`src/rtl/match_sequencer.sv`:
```
// Match-level sequencer for a two-player reaction game: arms each round, tallies
// round wins and consecutive ties, paces the gap between rounds and declares the result.
module match_sequencer #(
  parameter int WINS_NEEDED = 3,
  parameter int PAUSE_TICKS = 4,
  parameter int TIE_LIMIT   = 3
) (
  input  logic       clk,
  input  logic       rst,
  input  logic       start,
  input  logic       winrnd,
  input  logic       right,
  input  logic       tie,
  input  logic       slowen,
  output logic       round_en,
  output logic       clear,
  output logic [2:0] wins_l,
  output logic [2:0] wins_r,
  output logic       match_over,
  output logic       winner_right,
  output logic       draw
);

  localparam logic [2:0] WINS_TGT   = 3'(WINS_NEEDED);
  localparam logic [2:0] TIE_TGT    = 3'(TIE_LIMIT);
  localparam logic [3:0] PAUSE_LOAD = 4'(PAUSE_TICKS);

  typedef enum logic [2:0] {
    IDLE  = 3'd0,
    ARM   = 3'd1,
    PLAY  = 3'd2,
    SCORE = 3'd3,
    PAUSE = 3'd4,
    DONE  = 3'd5
  } state_t;

  state_t     state_reg, state_next;
  logic [2:0] wins_l_reg, wins_l_next;
  logic [2:0] wins_r_reg, wins_r_next;
  logic [2:0] tie_cnt_reg, tie_cnt_next;
  logic [3:0] pause_cnt_reg, pause_cnt_next;
  logic       winner_right_reg, winner_right_next;
  logic       draw_reg, draw_next;

  function automatic logic [2:0] sat_inc(input logic [2:0] v);
    return (v == 3'd7) ? v : v + 3'd1;
  endfunction

  always_comb begin
    state_next        = state_reg;
    wins_l_next       = wins_l_reg;
    wins_r_next       = wins_r_reg;
    tie_cnt_next      = tie_cnt_reg;
    pause_cnt_next    = pause_cnt_reg;
    winner_right_next = winner_right_reg;
    draw_next         = draw_reg;
    case (state_reg)
      IDLE, DONE: begin
        if (start) begin
          wins_l_next       = 3'd0;
          wins_r_next       = 3'd0;
          tie_cnt_next      = 3'd0;
          winner_right_next = 1'b0;
          draw_next         = 1'b0;
          state_next        = ARM;
        end
      end
      ARM: state_next = PLAY;
      PLAY: begin
        if (winrnd) begin
          if (tie) begin
            tie_cnt_next = sat_inc(tie_cnt_reg);
          end else begin
            tie_cnt_next = 3'd0;
            if (right) wins_r_next = sat_inc(wins_r_reg);
            else       wins_l_next = sat_inc(wins_l_reg);
          end
          state_next = SCORE;
        end
      end
      SCORE: begin
        // Right win outranks left win, which outranks the tie limit.
        if (wins_r_reg == WINS_TGT) begin
          winner_right_next = 1'b1;
          draw_next         = 1'b0;
          state_next        = DONE;
        end else if (wins_l_reg == WINS_TGT) begin
          winner_right_next = 1'b0;
          draw_next         = 1'b0;
          state_next        = DONE;
        end else if (tie_cnt_reg == TIE_TGT) begin
          winner_right_next = 1'b0;
          draw_next         = 1'b1;
          state_next        = DONE;
        end else begin
          pause_cnt_next = PAUSE_LOAD;
          state_next     = PAUSE;
        end
      end
      PAUSE: begin
        if (slowen) begin
          if (pause_cnt_reg <= 4'd1) begin
            pause_cnt_next = 4'd0;
            state_next     = ARM;
          end else begin
            pause_cnt_next = pause_cnt_reg - 4'd1;
          end
        end
      end
      default: begin
        wins_l_next       = 3'd0;
        wins_r_next       = 3'd0;
        tie_cnt_next      = 3'd0;
        pause_cnt_next    = 4'd0;
        winner_right_next = 1'b0;
        draw_next         = 1'b0;
        state_next        = IDLE;
      end
    endcase
  end

  always_ff @(posedge clk) begin
    if (rst) begin
      state_reg        <= IDLE;
      wins_l_reg       <= 3'd0;
      wins_r_reg       <= 3'd0;
      tie_cnt_reg      <= 3'd0;
      pause_cnt_reg    <= 4'd0;
      winner_right_reg <= 1'b0;
      draw_reg         <= 1'b0;
    end else begin
      state_reg        <= state_next;
      wins_l_reg       <= wins_l_next;
      wins_r_reg       <= wins_r_next;
      tie_cnt_reg      <= tie_cnt_next;
      pause_cnt_reg    <= pause_cnt_next;
      winner_right_reg <= winner_right_next;
      draw_reg         <= draw_next;
    end
  end

  // Every output comes straight from a register or a state decode.
  assign round_en     = (state_reg == PLAY);
  assign clear        = (state_reg == ARM);
  assign match_over   = (state_reg == DONE);
  assign wins_l       = wins_l_reg;
  assign wins_r       = wins_r_reg;
  assign winner_right = winner_right_reg;
  assign draw         = draw_reg;

endmodule

```
`config.mk`:
```
export PLATFORM = sky130hd
export DESIGN_NAME = match_sequencer
export DESIGN_NICKNAME = d
export VERILOG_FILES = /design/src/rtl/match_sequencer.sv
export SDC_FILE = /design/constraint.sdc
export NUM_CORES = 1
export LEC_CHECK = 0
export ABC_AREA = 1
export BUFFER_PORTS_ARGS = -buffer_cell sky130_fd_sc_hd__buf_2
export CAP_MARGIN = 20
export CORE_ASPECT_RATIO = 1.5
export CORE_MARGIN = 2
export CORE_UTILIZATION = 51
export DETAILED_ROUTE_END_ITERATION = 8
export PLACE_DENSITY = 0.72
export SLEW_MARGIN = 20
export SYNTH_ARGS = -nofsm -noshare
export SYNTH_HDL_FRONTEND = slang
export SYNTH_SLANG_ARGS = --single-unit
```
`constraint.sdc`:
```
create_clock -name clk -period 1.77 [get_ports clk]
set_clock_uncertainty 0.1 [all_clocks]
set_input_delay 0.354 -clock clk [delete_from_list [all_inputs] [get_ports clk]]
set_output_delay 0.354 -clock clk [all_outputs]
set_load 0.01 [all_outputs]
```
==> results of run 1 <==
[synthesized netlist by cell type (2+ instances only)]
master | number | area, um2
sky130_fd_sc_hd__ha_1 | 11 | 138
sky130_fd_sc_hd__buf_6 | 3 | 33.8
sky130_fd_sc_hd__dfxtp_1 | 18 | 360
sky130_fd_sc_hd__nor2_1 | 21 | 78.8
sky130_fd_sc_hd__nor2_4 | 5 | 56.3
sky130_fd_sc_hd__nand2_2 | 6 | 37.5
sky130_fd_sc_hd__inv_2 | 3 | 11.3
sky130_fd_sc_hd__nand2_1 | 38 | 143
sky130_fd_sc_hd__o21ai_0 | 5 | 25.0
sky130_fd_sc_hd__a21oi_1 | 11 | 55.1
sky130_fd_sc_hd__nand4_1 | 2 | 12.5
sky130_fd_sc_hd__nand3_1 | 21 | 105
sky130_fd_sc_hd__or2_1 | 2 | 12.5
sky130_fd_sc_hd__or2_2 | 4 | 25.0
sky130_fd_sc_hd__nor3_1 | 2 | 10.0
sky130_fd_sc_hd__inv_1 | 21 | 78.8
sky130_fd_sc_hd__nor2_2 | 4 | 25.0
[logic make-up (layout without fill, tap and decap cells)]
| family | count (synthesis) | in the layout | share of synthesized area (%) |
|---|---|---|---|
| compound gates | 17 | 17 | 7.08 |
| flops | 18 | 18 | 28.7 |
| simple gates | 107 | 107 | 42.0 |
| xor+xnor | 1 | 1 | 0.698 |
| fa+ha+maj | 11 | 11 | 11.0 |
| buf+inv | 29 | 50 | 10.6 |
[final cells by class]
class                   count  area, um2  share of cell area (%)
repair buffers             20        108                    7.52
inverters                  26       98.8                    6.91
flip-flops and latches     18        367                    25.6
clock buffers               4       36.3                    2.53
well taps                  24       30.0                    2.10
multi-input cells         136        792                    55.3
[how the worst min path moves through the flow]
stage | to | cells past startpoint
3_3_place_gp | winner_right | 2
6_report | state_reg[2] | 2
3_5_place_dp | draw | 2
2_1_floorplan | draw | 1
5_1_grt | state_reg[2] | 2
4_1_cts | state_reg[2] | 2
[what timing repair did]
item                                   in CTS  in global routing
endpoints found under the hold margin       0                  0
cloned                                      0                  0
gates resized for setup                     3                 12
pin swaps                                   0                  3
setup buffers                               0                  2
setup endpoints to repair                   2                  6
[power breakdown]
group          switching (mW)  internal (mW)  leakage, nW
logic                   0.780          0.517        0.546
clock network           0.131          0.125       0.0210
registers               0.145          0.549        0.149
[layer usage]
layer | global-route usage (%) | up-vias | routed length, um
li1 | - | 622 | -
met1 | 24.3 | 493 | 1130
met2 | 33.3 | 23 | 1230
met3 | 1.95 | 5 | 66
met4 | 9.85 | 0 | 57
met5 | 0 | - | 0
[through the flow]
stage	area, um2	worst slack [ns]	instances	hold WS, ns	total power [mW]
after floorplan	1250	0.0926	183	0.323	1.69
after global placement	1340	0.110	222	0.347	1.91
after detailed placement	1340	0.0305	222	0.355	1.93
after CTS	1380	0.0158	226	0.212	2.19
after global routing	1430	-0.000574	228	0.227	2.51
final	1430	0.0879	228	0.226	2.25
==> flow_metrics.env, run 1 <==
export IMPL_synth_edf_count=0
export IMPL_hold_vio_cnt_final=0
export IMPL_overflow=0
export IMPL_drt_pre_antenna_iters=4
export IMPL_syn_avg_cell_area_um2=6.86
export IMPL_clock_insertion_delay_worst_skew_ns=0.29
export IMPL_most_frequent_standard_cell_in_the_layout_excluding_fill_and_tap_cells="sky130_fd_sc_hd__nand2_1"
export IMPL_synth_async_reset_ratio_pct=0
export IMPL_final_cell_mix="sky130_fd_sc_hd__nand2_1 (37), sky130_fd_sc_hd__nand3_1 (21), sky130_fd_sc_hd__inv_1 (20), sky130_fd_sc_hd__nor2_1 (20), sky130_fd_sc_hd__buf_2 (17)"
export IMPL_grt_pass1_wl_um=4450
export IMPL_setup_viol_count_final=0
export IMPL_tritoncts="done"
export IMPL_num_vias=1143
export IMPL_clock_path_buffers=2
export IMPL_die_w_um=44.5
export IMPL_start_util_pct=52.4
export IMPL_worst_path_max_fanout=10
export IMPL_grt_total_usage_pct=19.9
export IMPL_synthesis_nets=201
export IMPL_grt_antenna_before_repair=0
export IMPL_post_drt_wl_per_cell_um=10.9
export IMPL_slew_headroom_pct=76.1
export IMPL_post_synth_inst_count=183
export IMPL_timing_critical_path_buf_inv=2
export IMPL_final_nets=223
export IMPL_final_routed_drc_violation_total=0
export IMPL_drt_iter0_drc=32
export IMPL_yosysWarnings=0
export IMPL_hold_class="input pin to flip-flop"
export IMPL_grt_max_degree=16
export IMPL_areaGrowthSynthToFinish_pct=14.1
export IMPL_route_antenna_remaining_nets=0
export IMPL_final_period_utilization_pct=95.0
export IMPL_setup_worst_path_start_class="flip-flop"
export IMPL_num_rows=22
export IMPL_final_max_slew_violation_count=0
export IMPL_fillerInstances=242
export IMPL_critical_path_max_stage_delay_ns=0.40
export IMPL_crit_chain="nor2_4 -> nand2_4 -> inv_2 -> buf_2"
export IMPL_dominantRegCellSynth="sky130_fd_sc_hd__dfxtp_1"
export IMPL_endpoint_kind="primary output"
export IMPL_die_height_um=64.8
export IMPL_min_from="rst"
export IMPL_irDropWorstVdd_mv=0.855
export IMPL_min_period_ns=1.68
export IMPL_timing_reg2reg_worst_path_depth=10
export IMPL_vias_per_instance=5.01
export IMPL_largest_register_ffs=4
export IMPL_number_of_global_route_vias_before_repair=1117
export IMPL_pin_count=18
export IMPL_cp_arrival_ns=1.23
export IMPL_final_setup_tns_ns=0
export IMPL_endpoint="round_en"
export IMPL_ys_seq_elements=18
export IMPL_r2r_end="pause_cnt_reg[2]"
export IMPL_crit_path_start="state_reg[0]"
export IMPL_totalWireLength_um=2490
export IMPL_cts_hold_buffers_added=0
export IMPL_total_stage_count_of_the_critical_path=4
export IMPL_antenna_cells=0
export IMPL_clk_transition_reported_paths_ns=0.11
export IMPL_clock_sinks=18
export IMPL_post_route_cells_drive_above_1_share_pct=30.4
export IMPL_data_required_critical_path_ns=1.32
export IMPL_synth_cell_types=23
export IMPL_timing_critical_path_max_delay_family="flip-flops"
export IMPL_postLayoutCoreUtil_pct=59.8
export IMPL_critical_path_slowest_cell="sky130_fd_sc_hd__dfxtp_1"
export IMPL_mappedNetlistArea_um2=1250
export IMPL_place_hpwl_um=1970
export IMPL_drv_cap=0
export IMPL_htree_levels=1
export IMPL_max_freq_mhz=595
export IMPL_coreArea_um2=2390
export IMPL_port_buffers=17
export IMPL_r2r_slack_ns=0.12
export IMPL_placer_congestion=0.832
export IMPL_cts_root_buf="sky130_fd_sc_hd__clkbuf_4"
export IMPL_static_leakage_nw=0.716
export IMPL_launch_instance_of_the_worst_register_to_register_path="wins_l[0]"
export IMPL_path_class="flip-flop to primary output"
export IMPL_cts_buf_count=3
export IMPL_tightest_slew_ns=0.357
export IMPL_cellPowerDensity_nw_per_um2=1570
export IMPL_die_area_um2=2880
export IMPL_status="finished clean"
export IMPL_yosysSeqAreaShare_pct=28.7
Power figures use the tool's default switching activity.
==> run 2, diff against run 1 <==
--- a/config.mk
+++ b/config.mk
@@ -10,9 +10,10 @@
 export CAP_MARGIN = 20
 export CORE_ASPECT_RATIO = 1.5
 export CORE_MARGIN = 2
-export CORE_UTILIZATION = 51
+export CORE_UTILIZATION = 56
 export DETAILED_ROUTE_END_ITERATION = 8
-export PLACE_DENSITY = 0.72
+export MAX_ROUTING_LAYER = met4
+export PLACE_DENSITY = 0.78
 export SLEW_MARGIN = 20
 export SYNTH_ARGS = -nofsm -noshare
 export SYNTH_HDL_FRONTEND = slang
==> run 2 against run 1 <==
Critical path depth unchanged. Sequential cell count stayed put. Via count is 8.0% higher. Worst hold slack got worse by 0.015 ns. Register-to-register slack better by 0.03 ns. Clock power rose by 5%. Highest routed layer unchanged.
==> flow_metrics.env, run 2 (same netlist as run 1, synthesis figures left out) <==
export IMPL_largest_register_ffs=4
export IMPL_postLayoutCoreUtil_pct=67.0
export IMPL_hold_class="input pin to flip-flop"
export IMPL_num_vias=1235
export IMPL_min_period_ns=1.68
export IMPL_fillerInstances=199
export IMPL_grt_total_usage_pct=21.9
export IMPL_overflow=0
export IMPL_final_period_utilization_pct=94.8
export IMPL_final_cell_mix="sky130_fd_sc_hd__nand2_1 (38), sky130_fd_sc_hd__nand3_1 (21), sky130_fd_sc_hd__nor2_1 (20)"
export IMPL_final_routed_drc_violation_total=0
export IMPL_setup_viol_count_final=0
export IMPL_hold_vio_cnt_final=0
export IMPL_tightest_slew_ns=0.358
export IMPL_port_buffers=17
export IMPL_drv_cap=0
export IMPL_vias_per_instance=5.39
export IMPL_drt_iter0_drc=52
export IMPL_path_class="flip-flop to primary output"
export IMPL_antenna_cells=0
export IMPL_slew_headroom_pct=76.1
export IMPL_start_util_pct=57.5
export IMPL_grt_setup_unrepaired="false"
export IMPL_clock_sinks=18
export IMPL_die_area_um2=2640
export IMPL_grt_antenna_before_repair=0
export IMPL_final_max_slew_violation_count=0
export IMPL_final_nets=225
export IMPL_multiInputGateArea_um2=802
export IMPL_cellPowerDensity_nw_per_um2=1600
export IMPL_seqCellArea_um2=372
export IMPL_cp_arrival_ns=1.22
export IMPL_clk_transition_reported_paths_ns=0.12
export IMPL_drt_pre_antenna_iters=5
export IMPL_clock_path_buffers=2
export IMPL_endpoint_kind="primary output"
export IMPL_grt_pass1_wl_um=4240
export IMPL_num_rows=21
export IMPL_die_height_um=62.0
export IMPL_clock_insertion_delay_worst_skew_ns=0.31
export IMPL_max_freq_mhz=596
export IMPL_cts_buf_count=3
export IMPL_place_hpwl_um=2110
export IMPL_areaGrowthSynthToFinish_pct=16.5
export IMPL_totalWireLength_um=2800
export IMPL_die_w_um=42.7
export IMPL_post_drt_wl_per_cell_um=12.2
export IMPL_htree_levels=1
export IMPL_static_leakage_nw=0.726
export IMPL_pin_count=18
export IMPL_placer_congestion=0.857
export IMPL_worst_path_max_fanout=10
export IMPL_data_required_critical_path_ns=1.32
export IMPL_timing_reg2reg_worst_path_depth=10
export IMPL_timing_hold_worst_path_depth=2
export IMPL_route_antenna_remaining_nets=0
export IMPL_most_frequent_standard_cell_in_the_layout_excluding_fill_and_tap_cells="sky130_fd_sc_hd__nand2_1"
export IMPL_post_route_cells_drive_above_1_share_pct=33.0
export IMPL_number_of_global_route_vias_before_repair=1054
export IMPL_cts_root_buf="sky130_fd_sc_hd__clkbuf_4"
export IMPL_grt_max_degree=16
export IMPL_irDropWorstVdd_mv=0.710
export IMPL_final_setup_tns_ns=0
export IMPL_coreArea_um2=2180
export IMPL_tritoncts="done"
export IMPL_status="finished clean"
export IMPL_setup_worst_path_start_class="flip-flop"
[run 2: cell count changes in the layout (fill, tap and decap cells not counted), sizes merged]
| cell | previous run | this run |
|---|---|---|
| buf | 20 | 22 |
| clkinv | 2 | 1 |
| inv | 24 | 25 |
[run 2: worst paths after layout]
| path | from | slack [ns] | end |
|---|---|---|---|
| max | state_reg[2] | 0.09 | round_en |
| min | rst | 0.21 | state_reg[2] |
| max reg2reg | wins_r[0] | 0.15 | pause_cnt_reg[3] |
| min reg2reg | winner_right | 0.38 | winner_right |
[run 2: power breakdown]
part	leakage [nW]	total (mW)	internal, mW	switching (mW)
Clock	0.0210	0.270	0.126	0.145
Sequential	0.150	0.713	0.558	0.155
Combinational	0.555	1.35	0.535	0.814
[run 2: stage by stage]
stage,cells,hold slack (ns),cell area (um2),total power [mW],setup slack (ns)
floorplan,183,0.323,1250,1.69,0.0926
global placement,221,0.351,1340,1.90,0.105
detailed placement,221,0.364,1340,1.95,0.0208
CTS,225,0.209,1380,2.23,0.00712
global route,229,0.219,1460,2.56,0.00824
finish,229,0.211,1460,2.33,0.0922
[run 2: area by class of cell]
type                    instances  area share, %
clock buffers                   4           2.48
flip-flops and latches         18           25.4
well taps                      23           1.97
repair buffers                 22           8.39
multi-input cells             136           54.9
inverters                      26           6.85
[run 2: routing by layer]
layer / track usage (%) / vias to the layer above / wire (um)
met4: 13.4 / 0 / 80
met3: 2.02 / 9 / 100
met1: 23.9 / 570 / 1140
li1: - / 626 / -
met2: 38.5 / 30 / 1480
met5: - / - / 0
[run 2: critical path: stages (launching register included)]
cell and delay, ns:
sky130_fd_sc_hd__dfxtp_2 0.41, sky130_fd_sc_hd__nor2_4 0.13, sky130_fd_sc_hd__nand2_4 0.12, sky130_fd_sc_hd__inv_2 0.12, sky130_fd_sc_hd__buf_2 0.14
[run 2: timing repair]
| action | CTS | global route |
|---|---|---|
| setup endpoints to repair | 2 | 5 |
| hold buffers | 0 | 0 |
| endpoints found under the hold margin | 0 | 0 |
| resized for setup | 4 | 18 |
| setup buffers | 0 | 4 |
| gates cloned | 0 | 0 |
| pin swaps | 0 | 4 |
==> run 3, diff against run 2 <==
--- a/config.mk
+++ b/config.mk
@@ -8,10 +8,10 @@
 export ABC_AREA = 1
 export BUFFER_PORTS_ARGS = -buffer_cell sky130_fd_sc_hd__buf_2
 export CAP_MARGIN = 20
-export CORE_ASPECT_RATIO = 1.5
 export CORE_MARGIN = 2
 export CORE_UTILIZATION = 56
 export DETAILED_ROUTE_END_ITERATION = 8
+export GPL_ROUTABILITY_DRIVEN = 0
 export MAX_ROUTING_LAYER = met4
 export PLACE_DENSITY = 0.78
 export SLEW_MARGIN = 20
==> run 3 against run 2 <==
Non-clock buffer count down 3. Critical path type unchanged. Sequential power down 1%. Combinational power down 4%.
==> flow_metrics.env, run 3 (same netlist as run 1, synthesis figures left out) <==
export IMPL_final_routed_drc_violation_total=0
export IMPL_timing_hold_worst_path_depth=2
export IMPL_num_rows=17
export IMPL_final_max_slew_violation_count=0
export IMPL_endpoint_kind="primary output"
export IMPL_max_freq_mhz=597
export IMPL_timing_reg2reg_worst_path_depth=10
export IMPL_irDropWorstVdd_mv=0.965
export IMPL_cts_buf_count=3
export IMPL_coreArea_um2=2170
export IMPL_critical_path_max_stage_delay_ns=0.40
export IMPL_worst_path_max_fanout=10
export IMPL_cell_internal_pwr_mw=1.17
export IMPL_antenna_cells=0
export IMPL_clock_sinks=18
export IMPL_largest_register_ffs=4
export IMPL_die_w_um=51.3
export IMPL_drv_cap=0
export IMPL_cts_hold_buffers_added=0
export IMPL_final_nets=222
export IMPL_most_frequent_standard_cell_in_the_layout_excluding_fill_and_tap_cells="sky130_fd_sc_hd__nand2_1"
export IMPL_final_period_utilization_pct=94.7
export IMPL_crit_chain="nor2_4 -> nand2_4 -> inv_1 -> buf_2"
export IMPL_route_antenna_remaining_nets=0
export IMPL_final_cell_mix="sky130_fd_sc_hd__nand2_1 (37), sky130_fd_sc_hd__inv_1 (21), sky130_fd_sc_hd__nand3_1 (21)"
export IMPL_clock_insertion_delay_worst_skew_ns=0.30
export IMPL_tightest_slew_ns=0.354
export IMPL_place_hpwl_um=2130
export IMPL_cts_root_buf="sky130_fd_sc_hd__clkbuf_4"
export IMPL_overflow=0
export IMPL_worst_hold_slack_ns=0.222
export IMPL_grt_max_degree=16
export IMPL_start_util_pct=57.8
export IMPL_hold_class="input pin to flip-flop"
export IMPL_grt_total_usage_pct=24.0
export IMPL_finish_cell_count_without_fillers=231
export IMPL_number_of_global_route_vias_before_repair=1089
export IMPL_pin_count=18
export IMPL_totalWireLength_um=2710
export IMPL_clock_power_share_pct=11.5
export IMPL_vias_per_instance=5.17
export IMPL_slew_headroom_pct=76.4
export IMPL_grt_antenna_before_repair=0
export IMPL_drt_iter0_drc=35
export IMPL_power_frac_comb_pct=57.4
export IMPL_setup_viol_count_final=0
export IMPL_setup_worst_path_start_class="flip-flop"
export IMPL_power_sequential_fraction_pct=31.1
export IMPL_hold_vio_cnt_final=0
export IMPL_min_period_ns=1.68
export IMPL_fillerInstances=206
export IMPL_port_buffers=17
export IMPL_cp_arrival_ns=1.22
export IMPL_critical_path_slowest_cell="sky130_fd_sc_hd__dfxtp_2"
export IMPL_htree_levels=1
export IMPL_die_area_um2=2640
export IMPL_areaGrowthSynthToFinish_pct=12.4
export IMPL_drt_pre_antenna_iters=4
export IMPL_post_drt_wl_per_cell_um=11.7
export IMPL_cellPowerDensity_nw_per_um2=1610
export IMPL_clock_path_buffers=2
export IMPL_grt_pass1_wl_um=4570
export IMPL_die_height_um=51.3
export IMPL_place_inst=226
export IMPL_status="finished clean"
export IMPL_path_class="flip-flop to primary output"
export IMPL_grt_setup_unrepaired="true"
export IMPL_clk_transition_reported_paths_ns=0.11
export IMPL_p_switching_mw=1.09
export IMPL_tritoncts="done"
export IMPL_post_route_cells_drive_above_1_share_pct=29.1
export IMPL_num_vias=1195
export IMPL_static_leakage_nw=0.713
export IMPL_switching_share_pct=48.2
export IMPL_data_required_critical_path_ns=1.32
[run 3: metrics by stage]
stage | instance area [um2] | worst slack (ns) | setup TNS [ns] | power, mW | utilization [%]
final | 1410 | 0.0945 | 0 | 2.27 | 65.0
after global routing | 1410 | -0.00548 | -0.00548 | 2.50 | 65.0
after CTS | 1390 | 0.00955 | 0 | 2.25 | 64.2
after detailed placement | 1350 | 0.0298 | 0 | 1.96 | 62.2
after global placement | 1350 | 0.115 | 0 | 1.91 | 62.2
after floorplan | 1250 | 0.0926 | 0 | 1.69 | -
[run 3: timing repair]
item / 4_1_cts / 5_1_grt
buffers inserted: 1 / 0
endpoints found under the setup margin: 1 / 9
pin swaps: 1 / 1
resized for setup: 1 / 10
[run 3: final cells by class]
| type | instances | area (um2) | area share, % |
|---|---|---|---|
| clock buffer | 4 | 36.3 | 2.57 |
| multi-input combinational | 136 | 772 | 54.7 |
| inverter | 26 | 98.8 | 7.01 |
| timing repair buffer | 19 | 100 | 7.10 |
| sequential | 18 | 368 | 26.1 |
| tap | 28 | 35.0 | 2.48 |
[run 3: final timing paths]
check	start	end	slack, ns
worst max-delay path	state_reg[2]	round_en	0.09
worst min-delay path	rst	state_reg[2]	0.22
worst max register to register	wins_l[0]	pause_cnt_reg[2]	0.09
worst min register to register	draw	draw	0.37
[run 3: critical path: cells and delay by family (launching register included)]
| family | cells | cell delay, ns |
|---|---|---|
| DFF | 1 | 0.40 |
| and+or+nand+nor | 2 | 0.24 |
| buffers and inverters | 2 | 0.28 |
[run 3: power by group through the flow]
stage / sequential (mW) / combinational, mW / clock [mW]
after floorplan: 0.667 / 1.02 / 0
after global placement: 0.685 / 1.22 / 0
after detailed placement: 0.698 / 1.26 / 0
after CTS: 0.688 / 1.29 / 0.264
after global routing: 0.724 / 1.50 / 0.278
final: 0.705 / 1.30 / 0.260
[run 3: routing by layer]
metal,share of wire [%],global-route usage (%),vias up
li1,-,-,619
met1,45,29.7,528
met2,47,38.7,42
met3,6.0,3.80,6
met4,2.2,11.0,0
met5,0,-,-
